**src/rtl/sum_decomposer_if.sv**
```systemverilog
// ============================================================================
// Module   : sum_decomposer_if
// Purpose  : Result-path bundle for sum_decomposer (input handshake, output
//            handshake and counters).
// Revision : 1.0 - initial release
// ============================================================================
`default_nettype none

interface sum_decomposer_if #(
    parameter int WIDTH = 8
);
    logic             in_valid;
    logic             in_ready;
    logic [WIDTH:0]   sum;
    logic [WIDTH-1:0] operand_a;
    logic             out_valid;
    logic             out_ready;
    logic [WIDTH-1:0] operand_b;
    logic             range_err;
    logic [15:0]      txn_count;
    logic [15:0]      err_count;

    modport master (
        output in_valid,
        output sum,
        output operand_a,
        output out_ready,
        input  in_ready,
        input  out_valid,
        input  operand_b,
        input  range_err,
        input  txn_count,
        input  err_count
    );

    modport slave (
        input  in_valid,
        input  sum,
        input  operand_a,
        input  out_ready,
        output in_ready,
        output out_valid,
        output operand_b,
        output range_err,
        output txn_count,
        output err_count
    );
endinterface

`default_nettype wire

```
**src/rtl/sum_decomposer.sv**
```systemverilog
// ============================================================================
// Module   : sum_decomposer
// Purpose  : Recovers B = sum - A from an adder result, flags unreachable sums,
//            buffers results through one compute stage and a small FIFO.
// Revision : 1.0 - initial release
// ============================================================================
`default_nettype none

module sum_decomposer #(
    parameter int WIDTH = 8,
    parameter int DEPTH = 4
) (
    input  logic            clk,
    input  logic            rst_n,
    sum_decomposer_if.slave bus
);
    localparam int PTR_W = $clog2(DEPTH);
    localparam int CNT_W = PTR_W + 1;
    localparam int OCC_W = CNT_W + 1;

    typedef logic [WIDTH:0] entry_t;  // {range_err, operand_b}

    logic [WIDTH+1:0] diff;
    logic             diff_err;
    logic [OCC_W-1:0] occupancy;
    logic             accept;
    logic             push;
    logic             pop;
    logic             in_ready;
    logic             out_valid;

    logic             s1_valid_q, s1_valid_d;
    entry_t           s1_entry_q, s1_entry_d;
    entry_t           mem_q [DEPTH];
    entry_t           mem_d [DEPTH];
    logic [PTR_W-1:0] wr_ptr_q, wr_ptr_d;
    logic [PTR_W-1:0] rd_ptr_q, rd_ptr_d;
    logic [CNT_W-1:0] fifo_count_q, fifo_count_d;
    logic [15:0]      txn_count_q, txn_count_d;
    logic [15:0]      err_count_q, err_count_d;

    // Two extra bits: the top one is the sign, the next marks B >= 2^WIDTH.
    assign diff      = {1'b0, bus.sum} - {2'b00, bus.operand_a};
    assign diff_err  = |diff[WIDTH+1:WIDTH];

    // Occupancy counts the in-flight S1 entry so its FIFO slot is reserved.
    assign occupancy = {1'b0, fifo_count_q} + {{CNT_W{1'b0}}, s1_valid_q};
    assign in_ready  = occupancy < OCC_W'(DEPTH);
    assign out_valid = fifo_count_q != '0;
    assign accept    = bus.in_valid && in_ready;
    assign push      = s1_valid_q;
    assign pop       = out_valid && bus.out_ready;

    always_comb begin
        s1_valid_d   = accept;
        s1_entry_d   = s1_entry_q;
        mem_d        = mem_q;
        wr_ptr_d     = wr_ptr_q;
        rd_ptr_d     = rd_ptr_q;
        fifo_count_d = fifo_count_q;
        txn_count_d  = txn_count_q;
        err_count_d  = err_count_q;

        if (accept) begin
            s1_entry_d = {diff_err, diff[WIDTH-1:0]};
            if (txn_count_q != 16'hFFFF) txn_count_d = txn_count_q + 16'd1;
            if (diff_err && (err_count_q != 16'hFFFF)) err_count_d = err_count_q + 16'd1;
        end

        if (push) begin
            mem_d[wr_ptr_q] = s1_entry_q;
            wr_ptr_d        = wr_ptr_q + PTR_W'(1);
        end
        if (pop) begin
            rd_ptr_d = rd_ptr_q + PTR_W'(1);
        end

        case ({push, pop})
            2'b10:   fifo_count_d = fifo_count_q + CNT_W'(1);
            2'b01:   fifo_count_d = fifo_count_q - CNT_W'(1);
            default: fifo_count_d = fifo_count_q;
        endcase
    end

    always_ff @(posedge clk or negedge rst_n) begin
        if (!rst_n) begin
            s1_valid_q   <= 1'b0;
            s1_entry_q   <= '0;
            mem_q        <= '{default: '0};
            wr_ptr_q     <= '0;
            rd_ptr_q     <= '0;
            fifo_count_q <= '0;
            txn_count_q  <= '0;
            err_count_q  <= '0;
        end else begin
            s1_valid_q   <= s1_valid_d;
            s1_entry_q   <= s1_entry_d;
            mem_q        <= mem_d;
            wr_ptr_q     <= wr_ptr_d;
            rd_ptr_q     <= rd_ptr_d;
            fifo_count_q <= fifo_count_d;
            txn_count_q  <= txn_count_d;
            err_count_q  <= err_count_d;
        end
    end

    // Head data is forced to zero while the FIFO is empty.
    assign bus.in_ready  = in_ready;
    assign bus.out_valid = out_valid;
    assign bus.operand_b = out_valid ? mem_q[rd_ptr_q][WIDTH-1:0] : '0;
    assign bus.range_err = out_valid ? mem_q[rd_ptr_q][WIDTH] : 1'b0;
    assign bus.txn_count = txn_count_q;
    assign bus.err_count = err_count_q;

endmodule

`default_nettype wire

```
**src/flat_wrapper.sv**
```systemverilog
// flat-port wrapper written by rule: the top's interface ports become plain ports
module sum_decomposer_flat 
#(
    parameter int WIDTH = 8,
    parameter int DEPTH = 4
)
  (clk, rst_n, bus_in_valid, bus_sum, bus_operand_a, bus_out_ready, bus_in_ready, bus_out_valid, bus_operand_b, bus_range_err, bus_txn_count, bus_err_count);
  sum_decomposer_if #(.WIDTH(WIDTH)) bus_i ();
  input  logic clk;
  input  logic rst_n;
  input wire logic [$bits(bus_i.in_valid)-1:0] bus_in_valid;
  input wire logic [$bits(bus_i.sum)-1:0] bus_sum;
  input wire logic [$bits(bus_i.operand_a)-1:0] bus_operand_a;
  input wire logic [$bits(bus_i.out_ready)-1:0] bus_out_ready;
  output wire logic [$bits(bus_i.in_ready)-1:0] bus_in_ready;
  output wire logic [$bits(bus_i.out_valid)-1:0] bus_out_valid;
  output wire logic [$bits(bus_i.operand_b)-1:0] bus_operand_b;
  output wire logic [$bits(bus_i.range_err)-1:0] bus_range_err;
  output wire logic [$bits(bus_i.txn_count)-1:0] bus_txn_count;
  output wire logic [$bits(bus_i.err_count)-1:0] bus_err_count;
  assign bus_i.in_valid = bus_in_valid;
  assign bus_i.sum = bus_sum;
  assign bus_i.operand_a = bus_operand_a;
  assign bus_i.out_ready = bus_out_ready;
  assign bus_in_ready = bus_i.in_ready;
  assign bus_out_valid = bus_i.out_valid;
  assign bus_operand_b = bus_i.operand_b;
  assign bus_range_err = bus_i.range_err;
  assign bus_txn_count = bus_i.txn_count;
  assign bus_err_count = bus_i.err_count;
  sum_decomposer #(.WIDTH(WIDTH), .DEPTH(DEPTH)) u_core (.clk(clk), .rst_n(rst_n), .bus(bus_i));
endmodule
```
**config.mk**
```make
export PLATFORM = sky130hd
export DESIGN_NAME = sum_decomposer_flat
export DESIGN_NICKNAME = d
export VERILOG_FILES = /design/src/rtl/sum_decomposer_if.sv /design/src/rtl/sum_decomposer.sv /design/src/flat_wrapper.sv
export SDC_FILE = /design/constraint.sdc
export NUM_CORES = 1
export LEC_CHECK = 0
export CAP_MARGIN = 20
export CORE_ASPECT_RATIO = 1.1
export CORE_MARGIN = 5
export CORE_UTILIZATION = 40
export DETAILED_ROUTE_END_ITERATION = 12
export PLACE_DENSITY_LB_ADDON = 0.08
export SYNTH_ARGS = -nofsm -noshare
export SYNTH_HDL_FRONTEND = slang
export SYNTH_SLANG_ARGS = --single-unit
```
**constraint.sdc**
```tcl
create_clock -name clk -period 3.7 [get_ports clk]
set_clock_uncertainty 0.2 [all_clocks]
set_input_delay 0.74 -clock clk [delete_from_list [all_inputs] [get_ports clk]]
set_output_delay 0.74 -clock clk [all_outputs]
set_load 0.01 [all_outputs]
```
==> results of run 1 <==
-- area by class of cell --
type / instances / area, um^2
clock buffer: 14 / 264
timing repair buffer: 67 / 671
tap: 143 / 179
multi-input combinational: 237 / 2020
inverter: 20 / 75.1
fill: 939 / 5030
clock inverter: 1 / 30.0
sequential: 85 / 2130
-- report_power, final --
group          switching (uW)  internal, uW
combinational             536           836
clock                     338           557
sequential                304          1260
total                    1180          2650
-- state kept, by name, indices dropped and copies added, names as in the netlist --
signal / flops
u_core.s1_entry_q: 9
u_core.mem_q: 36
u_core.bus.txn_count: 16
u_core.push: 1
u_core.fifo_count_q: 3
u_core.rd_ptr_q: 2
u_core.wr_ptr_q: 2
u_core.bus.err_count: 16
-- cell usage after synthesis, types with 3 or more instances --
| master | instances |
|---|---|
| nand4_1 | 12 |
| dfrtp_1 | 85 |
| nor3_1 | 6 |
| ha_1 | 15 |
| inv_1 | 20 |
| clkbuf_1 | 4 |
| o21a_1 | 5 |
| xnor2_1 | 27 |
| nand2_1 | 26 |
| o31ai_1 | 3 |
| xor2_1 | 10 |
| nand3_1 | 9 |
| nor2_1 | 9 |
| o21ai_0 | 10 |
| and3_2 | 3 |
| mux4_2 | 9 |
| nor2b_1 | 3 |
| and3_1 | 8 |
| mux2_2 | 37 |
| and2_1 | 12 |
-- worst max-delay path, stage by stage (launching register included) --
cell and delay [ns]:
dfrtp_1 0.56, buf_4 0.24, mux4_2 0.49, and2_1 0.16
clkdlybuf4s50_1 0.47
-- cells by family after synthesis --
kind of cell    count (synthesis)
compound gates                 33
xor+xnor                       37
fa+ha+maj                      17
buf+inv                        29
flops                          85
mux                            49
simple gates                  101
-- per-layer routing --
| metal | GRT usage (%) | wire, um | vias to the layer above |
|---|---|---|---|
| met5 | 0 | 0 | - |
| met4 | 5.92 | 181 | 0 |
| met3 | 4.25 | 417 | 14 |
| met2 | 23.7 | 4260 | 61 |
| met1 | 19.7 | 4050 | 1397 |
| li1 | - | - | 1381 |
-- per-stage QoR --
| stage | area, um^2 | hold WS [ns] |
|---|---|---|
| final | 5370 | 0.192 |
| after global routing | 5370 | 0.249 |
| after CTS | 5350 | 0.303 |
| after detailed placement | 5050 | 0.293 |
| after global placement | 5050 | 0.282 |
| after floorplan | 4270 | 0.244 |
-- worst paths after layout --
check | startpoint | end | cells after the start
worst max-delay path | u_core.rd_ptr_q[0]$_DFFE_PN0N_ | bus_operand_b[1] | 4
worst min-delay path | rst_n | u_core.mem_q[18]$_DFFE_PN0P_ | 1
worst max register to register | u_core.push$_DFF_PN0_ | u_core.bus.txn_count[15]$_DFFE_PN0P_ | 7
worst min register to register | u_core.bus.txn_count[11]$_DFFE_PN0P_ | u_core.bus.txn_count[11]$_DFFE_PN0P_ | 1
max in group asynchronous | rst_n | u_core.bus.err_count[15]$_DFFE_PN0P_ | 2
min in group clk | u_core.bus.txn_count[11]$_DFFE_PN0P_ | u_core.bus.txn_count[11]$_DFFE_PN0P_ | 1
==> results.md, run 1 <==
* Synth cell types at 50
* Max_slew headroom at 61.6%
* Synth Net Count at between 300 and 400
* Initial drt markers at just under 90
* Largest family of logic cells by synthesized area: multiplexers
* Top_reg_cell synth: dfrtp_1
* Placed instance count at 551
* Critical Path RT at between 2 and 3 ns
* Post-synth EDFFs at 0
* Final min period at between 3 and 4 ns
* Share of cells above drive strength 1 at around 18%
* Area share of xor/xnor cells in the synthesized design at between 7 and 8%
* Post-route core utilization at just over 50%
* Fmax at between 300 and 400 MHz
* Hold Crit Class: input port to asynchronous set/reset pin
* Die X at 108 um
* CTS buffer count at 9
* Fin. Hold Viols at 0
* Post-synth ARST share at 100%
* Core box area at about 10,000 um^2
* Cell accounting for the most synthesized area: dfrtp_1
* Commonest cells after routing, fill and taps aside: dfrtp_1 (85), clkdlybuf4s50_1 (62), mux2_2 (37), xnor2_1 (27), nand2_1 (26)
* WS Path Type: flip-flop to primary output
* Final worst path period share at 86.4%
* Hpwl dp at 6320 um
* Setup crit start kind: flip-flop
* Yosys Warn Count at 0
* Avg Cell Area, Syn at between 10 and 15 um^2
* Fin. max-slew vios at 0
* Antenna Nets Post-Route at 0
* RSZ-0062 raised after global routing: no
* Synth Area in Adders at 5.34%
* Port bufs at 63
* Post-synthesis sequential area ratio at about 50%
* CTS Buffer Depth at 2
* Initial Util at about two fifths
* Worst endpoint data arrival time at 2.26 ns
* Mux share of post-synthesis cell area at between 10% and 20%
* N_diodes at 0
* Design Power at 3830 uW
* CP max FO at 7
* NumNets Final at around 460
* Commonest non-fill, non-tap cell in the layout: dfrtp_1
* Vias in the first global route at approximately 2,900
* Outcome: finished clean
* Area delta synth->final at 25.7%
* Final estimated routing congestion in global placement at between 0.7 and 0.8
* DRC Markers at 0
* Pre-CTS setup slack at approximately 0.17 ns
* Worst-Margin Slew at roughly 0.58 ns
* Max-cap violations at 0
* Worst-Skew Late Latency at between 0.3 and 0.4 ns
* # resized after CTS at 0
* Tot GR Track Use at roughly 15%
* Final WL at 8910 um
* Floorplan row count at 39
* Reg-to-reg setup timing slack at 1.21 ns
* Syn Inst Count at 351
* Simple-Gate Fraction of Synth Area at between 10% and 20%
* CTS tree: done
* Drt first pass iters at 4
* Postcts setup bufs at 0
* Max VDD drop at 0.305 mV
* CTS root buffer: clkbuf_16
* Post-synth top area share at 49.8%
* Via count at 2,853
* Non-Filler Instances at around 570
* Die area at approximately 13,000 um^2
* Synth Register Bits at 85
* Setup Viol. Count Final at 0
* Total congestion overflow at 0
* Power density cells at a little over 700 nW/um^2
* Ports at 64
* Min setup slack post-route at 0.503 ns
* Post-Syn Area at around 4300 um^2
* H-tree depth at 3
* Lkg Pwr at 0.00238 uW
* Wire per inst at roughly 16 um
* Setup tns final at 0 ns
* Initial antenna violation count at 0
* Vias/cell at about 5
* Compound-Gate Fraction of Synth Area at under 10%
* CTS Hold Bufs at 0
* Die Height at around 120 um
* CTS clk-pin slew, worst paths at ~0.06 ns
* CTS sink cnt at 85
* Setup crit end kind: primary output
* Largest net degree at the start of global routing at 86
* First-pass GRT wire length at about 15,000 um
* Synth top area cells: dfrtp_1 (50%), mux2_2 (9.8%), xnor2_1 (5.5%), mux4_2 (4.7%), ha_1 (4.4%)
No activity file was read; power rests on OpenSTA's default activity.
==> run 2: changes to the inputs <==
--- a/config.mk
+++ b/config.mk
@@ -10,7 +10,6 @@
 export CORE_MARGIN = 5
 export CORE_UTILIZATION = 40
 export DETAILED_ROUTE_END_ITERATION = 12
-export PLACE_DENSITY_LB_ADDON = 0.08
 export SYNTH_ARGS = -nofsm -noshare
 export SYNTH_HDL_FRONTEND = slang
 export SYNTH_SLANG_ARGS = --single-unit
==> results.md, run 2 (same netlist as run 1, synthesis figures left out) <==
* Min setup slack post-route at 0.421 ns (was 0.503 ns)
* Final worst path period share at 88.6% (was 86.4%)
* Total congestion overflow at 0 (unchanged)
* Share of cells above drive strength 1 at 18.4% (was 17.9%)
* Max reg flops at 36 (unchanged)
* Die area at 12,800 um^2 (unchanged)
* Fin. Hold Viols at 0 (unchanged)
* CTS Hold Bufs at 0 (unchanged)
* WHS at 0.157 ns (was 0.192 ns)
* RSZ-0062 raised after global routing: no (unchanged)
* Via count at 2,836 (was 2,853)
* Placed instance count at 552 (was 551)
* Grt met2 use at 23.1% (was 23.7%)
* Drt first pass iters at 4 (unchanged)
* Setup Viol. Count Final at 0 (unchanged)
* FF-to-FF End: u_core.bus.txn_count[15]$_DFFE_PN0P_ (unchanged)
* Final min period at 3.28 ns (was 3.20 ns)
* Non-Filler Instances at 567 (unchanged)
* WS Path Type: flip-flop to primary output (unchanged)
* Worst-Margin Slew at 0.661 ns (was 0.575 ns)
* Setup crit end kind: primary output (unchanged)
* Hpwl dp at 6300 um (was 6320 um)
* Outcome: finished clean (unchanged)
* Vias in the first global route at 3,004 (was 2,923)
* Fin. max-slew vios at 0 (unchanged)
* Setup tns final at 0 ns (unchanged)
* Worst R2R Start: u_core.push$_DFF_PN0_ (unchanged)
* Final WL at 8760 um (was 8910 um)
* Max VDD drop at 0.325 mV (was 0.305 mV)
* Port bufs at 63 (unchanged)
* Initial antenna violation count at 0 (unchanged)
* Max_slew headroom at 55.9% (was 61.6%)
* Pre-CTS setup slack at 0.192 ns (was 0.173 ns)
* NumNets Final at 458 (unchanged)
* Die Height at 118 um (unchanged)
* Worst endpoint data arrival time at 2.34 ns (was 2.26 ns)
* Commonest non-fill, non-tap cell in the layout: dfrtp_1 (unchanged)
* Reg-to-reg setup timing slack at 1.20 ns (was 1.21 ns)
* First-pass GRT wire length at 15,300 um (was 15,000 um)
* Initial drt markers at 113 (was 88)
* Setup crit start kind: flip-flop (unchanged)
* Tot GR Track Use at 15.0% (was 15.1%)
* Initial Util at 41.1% (unchanged)
* CTS tree: done (unchanged)
* Lkg Pwr at 0.00239 uW (was 0.00238 uW)
* Register name with the most flops: u_core.mem_q (unchanged)
* Commonest cells after routing, fill and taps aside: dfrtp_1 (85), clkdlybuf4s50_1 (62), mux2_2 (37), xnor2_1 (27), nand2_1 (26) (unchanged)
* DRC Markers at 0 (unchanged)
* Antenna Nets Post-Route at 0 (unchanged)
* Postcts setup bufs at 0 (unchanged)
* # resized after CTS at 0 (unchanged)
* Busiest grt layer: met2 (unchanged)
* CTS buffer count at 9 (unchanged)
* Area delta synth->final at 25.9% (was 25.7%)
* CTS sink cnt at 85 (unchanged)
* Met1 Usage GRT at 21.0% (was 19.7%)
* Fmax at 305 MHz (was 313 MHz)
* Power density cells at 722 nW/um^2 (was 714 nW/um^2)
* GR Util met3 at 3.49% (was 4.25%)
* N_diodes at 0 (unchanged)
* Wire per inst at 15.4 um (was 15.7 um)
* Max-cap violations at 0 (unchanged)
* Design Power at 3880 uW (was 3830 uW)
* FF-to-FF path depth at 7 (unchanged)
* Floorplan row count at 39 (unchanged)
* Final estimated routing congestion in global placement at 0.783 (was 0.798)
* Die X at 108 um (unchanged)
* Largest net degree at the start of global routing at 36 (was 86)
* Critical Path RT at 2.76 ns (about the same)
* Hold Crit Class: input port to asynchronous set/reset pin (unchanged)
* Core box area at 10,400 um^2 (unchanged)
* CP max FO at 10 (was 7)
* H-tree depth at 3 (unchanged)
* CTS Buffer Depth at 2 (unchanged)
* Worst-Skew Late Latency at 0.33 ns (was 0.34 ns)
* Ports at 64 (unchanged)
* CTS root buffer: clkbuf_16 (unchanged)
* Vias/cell at 5.00 (was 5.03)
* CTS clk-pin slew, worst paths at 0.06 ns (about the same)
## run 2: cell count changes in the layout (fill, tap and decap cells not counted), sizes merged
cell,change
clkbuf,-3
clkinvlp,+1
bufinv,+1
clkinv,+1
## run 2: power breakdown
group          internal, uW  total, uW  switching (uW)
clock network           605        957             352
registers              1260       1580             324
logic                   828       1340             515
total                  2690       3880            1190
## run 2: layout make-up
| cell class | count | area [um^2] |
|---|---|---|
| sequential | 85 | 2130 |
| fill | 966 | 5020 |
| clock inverter | 4 | 72.6 |
| tap | 143 | 179 |
| multi-input combinational | 237 | 2020 |
| clock buffer | 11 | 243 |
| timing repair buffer | 67 | 658 |
| inverter | 20 | 75.1 |
## run 2: how the worst max path moves through the flow
stage	start	end	slack, ns	cells past startpoint
after floorplan	bus_sum[0]	u_core.bus.err_count[12]$_DFFE_PN0P_	0.87	10
after global placement	bus_sum[0]	u_core.bus.err_count[12]$_DFFE_PN0P_	0.26	11
after detailed placement	bus_sum[0]	u_core.bus.err_count[12]$_DFFE_PN0P_	0.19	11
after CTS	u_core.rd_ptr_q[0]$_DFFE_PN0N_	bus_operand_b[5]	0.38	3
after global routing	u_core.rd_ptr_q[0]$_DFFE_PN0N_	bus_operand_b[5]	0.28	3
final	u_core.rd_ptr_q[0]$_DFFE_PN0N_	bus_operand_b[5]	0.42	3
## run 2: routing by layer
layer / share of wire, % / vias to the layer above
met3: 4.2 / 11
li1: - / 1385
met1: 48 / 1385
met4: 1.6 / 0
met5: 0 / -
met2: 46 / 55
## run 2: metrics by stage
stage	util, %	cell area [um^2]
after floorplan	-	4270
after global placement	48.7	5060
after detailed placement	48.7	5060
after CTS	51.7	5380
after global routing	51.7	5380
final	51.7	5380
## run 2: worst max-delay path, cell delays in order (launching register included)
cell and delay, ns:
dfrtp_1 0.76, mux4_2 0.60, and2_1 0.17, clkdlybuf4s50_1 0.47
==> run 3: changes to the inputs <==
--- a/config.mk
+++ b/config.mk
@@ -8,8 +8,9 @@
 export CAP_MARGIN = 20
 export CORE_ASPECT_RATIO = 1.1
 export CORE_MARGIN = 5
-export CORE_UTILIZATION = 40
+export CORE_UTILIZATION = 51
 export DETAILED_ROUTE_END_ITERATION = 12
+export PLACE_DENSITY = 0.76
 export SYNTH_ARGS = -nofsm -noshare
 export SYNTH_HDL_FRONTEND = slang
 export SYNTH_SLANG_ARGS = --single-unit
==> results.md, run 3 (same netlist as run 1, synthesis figures left out) <==
* Outcome: finished clean (unchanged)
* WHS at 0.146 ns (was 0.157 ns)
* Finished Cell Area at 5230 um^2 (was 5380 um^2)
* Max-cap violations at 0 (unchanged)
* CTS clk-pin slew, worst paths at 0.09 ns (was 0.06 ns)
* Antenna Nets Post-Route at 0 (unchanged)
* CTS root buffer: clkbuf_8 (was clkbuf_16)
* Worst endpoint data arrival time at 2.34 ns (about the same)
* CTS buffer count at 9 (unchanged)
* DRC Markers at 0 (unchanged)
* Vias in the first global route at 3,050 (was 3,004)
* Initial Util at 51.6% (was 41.1%)
* Min setup slack post-route at 0.425 ns (was 0.421 ns)
* Fin. Hold Viols at 0 (unchanged)
* Max_slew headroom at 57.0% (was 55.9%)
* Max VDD drop at 0.335 mV (was 0.325 mV)
* Vias/cell at 5.37 (was 5.00)
* CTS sink cnt at 85 (unchanged)
* Fin. max-slew vios at 0 (unchanged)
* Final worst path period share at 88.5% (was 88.6%)
* Filler Cell Count at 640 (was 966)
* Worst-Margin Slew at 0.645 ns (was 0.661 ns)
* Largest net degree at the start of global routing at 86 (was 36)
* Die X at 97.2 um (was 108 um)
* Power density cells at 684 nW/um^2 (was 722 nW/um^2)
* RSZ-0062 raised after global routing: no (unchanged)
* Postcts setup bufs at 0 (unchanged)
* First-pass GRT wire length at 14,500 um (was 15,300 um)
* Worst-Skew Late Latency at 0.34 ns (was 0.33 ns)
* Hpwl dp at 6020 um (was 6300 um)
* Ports at 64 (unchanged)
* Final estimated routing congestion in global placement at 0.829 (was 0.783)
* Via count at 2,872 (was 2,836)
* Final min period at 3.28 ns (about the same)
* N_diodes at 0 (unchanged)
* Reg-to-reg setup timing slack at 1.23 ns (was 1.20 ns)
* Post-route core utilization at 63.2% (was 51.7%)
* Dpl cell area at 5000 um^2 (was 5060 um^2)
* Initial antenna violation count at 0 (unchanged)
* Register name with the most flops: u_core.mem_q (unchanged)
* Commonest cells after routing, fill and taps aside: dfrtp_1 (85), clkdlybuf4s50_1 (62), mux2_2 (37), xnor2_1 (27), nand2_1 (26) (unchanged)
* CTS tree: done (unchanged)
* Pre-CTS setup slack at 0.205 ns (was 0.192 ns)
* Hold Crit Class: input port to asynchronous set/reset pin (unchanged)
* Share of cells above drive strength 1 at 18.4% (unchanged)
* H-tree depth at 3 (unchanged)
* Wire per inst at 15.6 um (was 15.4 um)
* Die Height at 106 um (was 118 um)
* Tot GR Track Use at 17.3% (was 15.0%)
* Floorplan row count at 35 (was 39)
* CTS Hold Bufs at 0 (unchanged)
* Die area at 10,300 um^2 (was 12,800 um^2)
* Commonest non-fill, non-tap cell in the layout: dfrtp_1 (unchanged)
* Critical Path RT at 2.76 ns (about the same)
* Fmax at 305 MHz (about the same)
* WS Path Type: flip-flop to primary output (unchanged)
* Setup crit start kind: flip-flop (unchanged)
* Setup tns final at 0 ns (unchanged)
* Drt first pass iters at 4 (unchanged)
* Final WL at 8370 um (was 8760 um)
* Setup Viol. Count Final at 0 (unchanged)
* CTS Buffer Depth at 2 (unchanged)
* # resized after CTS at 0 (unchanged)
* Core box area at 8280 um^2 (was 10,400 um^2)
* NumNets Final at 457 (was 458)
* Initial drt markers at 48 (was 113)
* Max reg flops at 36 (unchanged)
* CP max FO at 10 (unchanged)
* Setup crit end kind: primary output (unchanged)
* Area delta synth->final at 22.6% (was 25.9%)
* Port bufs at 63 (unchanged)
* Total congestion overflow at 0 (unchanged)
* Lkg Pwr at 0.00234 uW (was 0.00239 uW)
-- run 3: cell count changes in the layout (fill, tap and decap cells not counted), sizes merged --
cell,previous run,this run
clkinv,1,3
buf,5,4
bufinv,2,1
-- run 3: per-stage QoR --
stage,cells,power (uW)
2_1_floorplan,351,2400
3_3_place_gp,518,2890
3_5_place_dp,518,2970
4_1_cts,534,3630
5_1_grt,535,3840
6_report,535,3580
-- run 3: per-layer routing --
metal	vias up	global-route usage [%]	routed length [um]
li1	1370	-	-
met1	1424	21.3	3620
met2	68	29.1	4240
met3	10	4.27	389
met4	0	7.62	125
met5	-	0	0
-- run 3: layout make-up --
type                    instances  area, um^2  area share, %
clock buffers                  11         141           2.70
clock inverters                 5        60.1           1.15
inverters                      20        75.1           1.43
multi-input cells             237        2020           38.6
flip-flops and latches         85        2130           40.6
well taps                     111         139           2.65
repair buffers                 66         671           12.8
-- run 3: critical path, cell delays in order (launching register included) --
cell and delay (ns):
dfrtp_1 0.76, mux4_2 0.60, and2_1 0.17, clkdlybuf4s50_1 0.47
-- run 3: where the power goes --
part / leakage [uW] / internal [uW] / switching [uW] / total [uW]
logic: 0.00116 / 832 / 511 / 1340
clock network: 0.0000995 / 332 / 323 / 655
registers: 0.00108 / 1260 / 328 / 1580
total: 0.00234 / 2420 / 1160 / 3580
-- run 3: path summary, 6_finish.rpt --
check,from,end,cells past startpoint
setup / recovery,u_core.rd_ptr_q[0]$_DFFE_PN0N_,bus_range_err,3
hold / removal,rst_n,u_core.s1_entry_q[5]$_DFFE_PN0P_,1
setup reg to reg,u_core.push$_DFF_PN0_,u_core.bus.txn_count[15]$_DFFE_PN0P_,7
hold reg to reg,u_core.bus.txn_count[11]$_DFFE_PN0P_,u_core.bus.txn_count[11]$_DFFE_PN0P_,1
max in group asynchronous,rst_n,u_core.s1_entry_q[8]$_DFFE_PN0P_,2
min in group clk,u_core.bus.txn_count[11]$_DFFE_PN0P_,u_core.bus.txn_count[11]$_DFFE_PN0P_,1
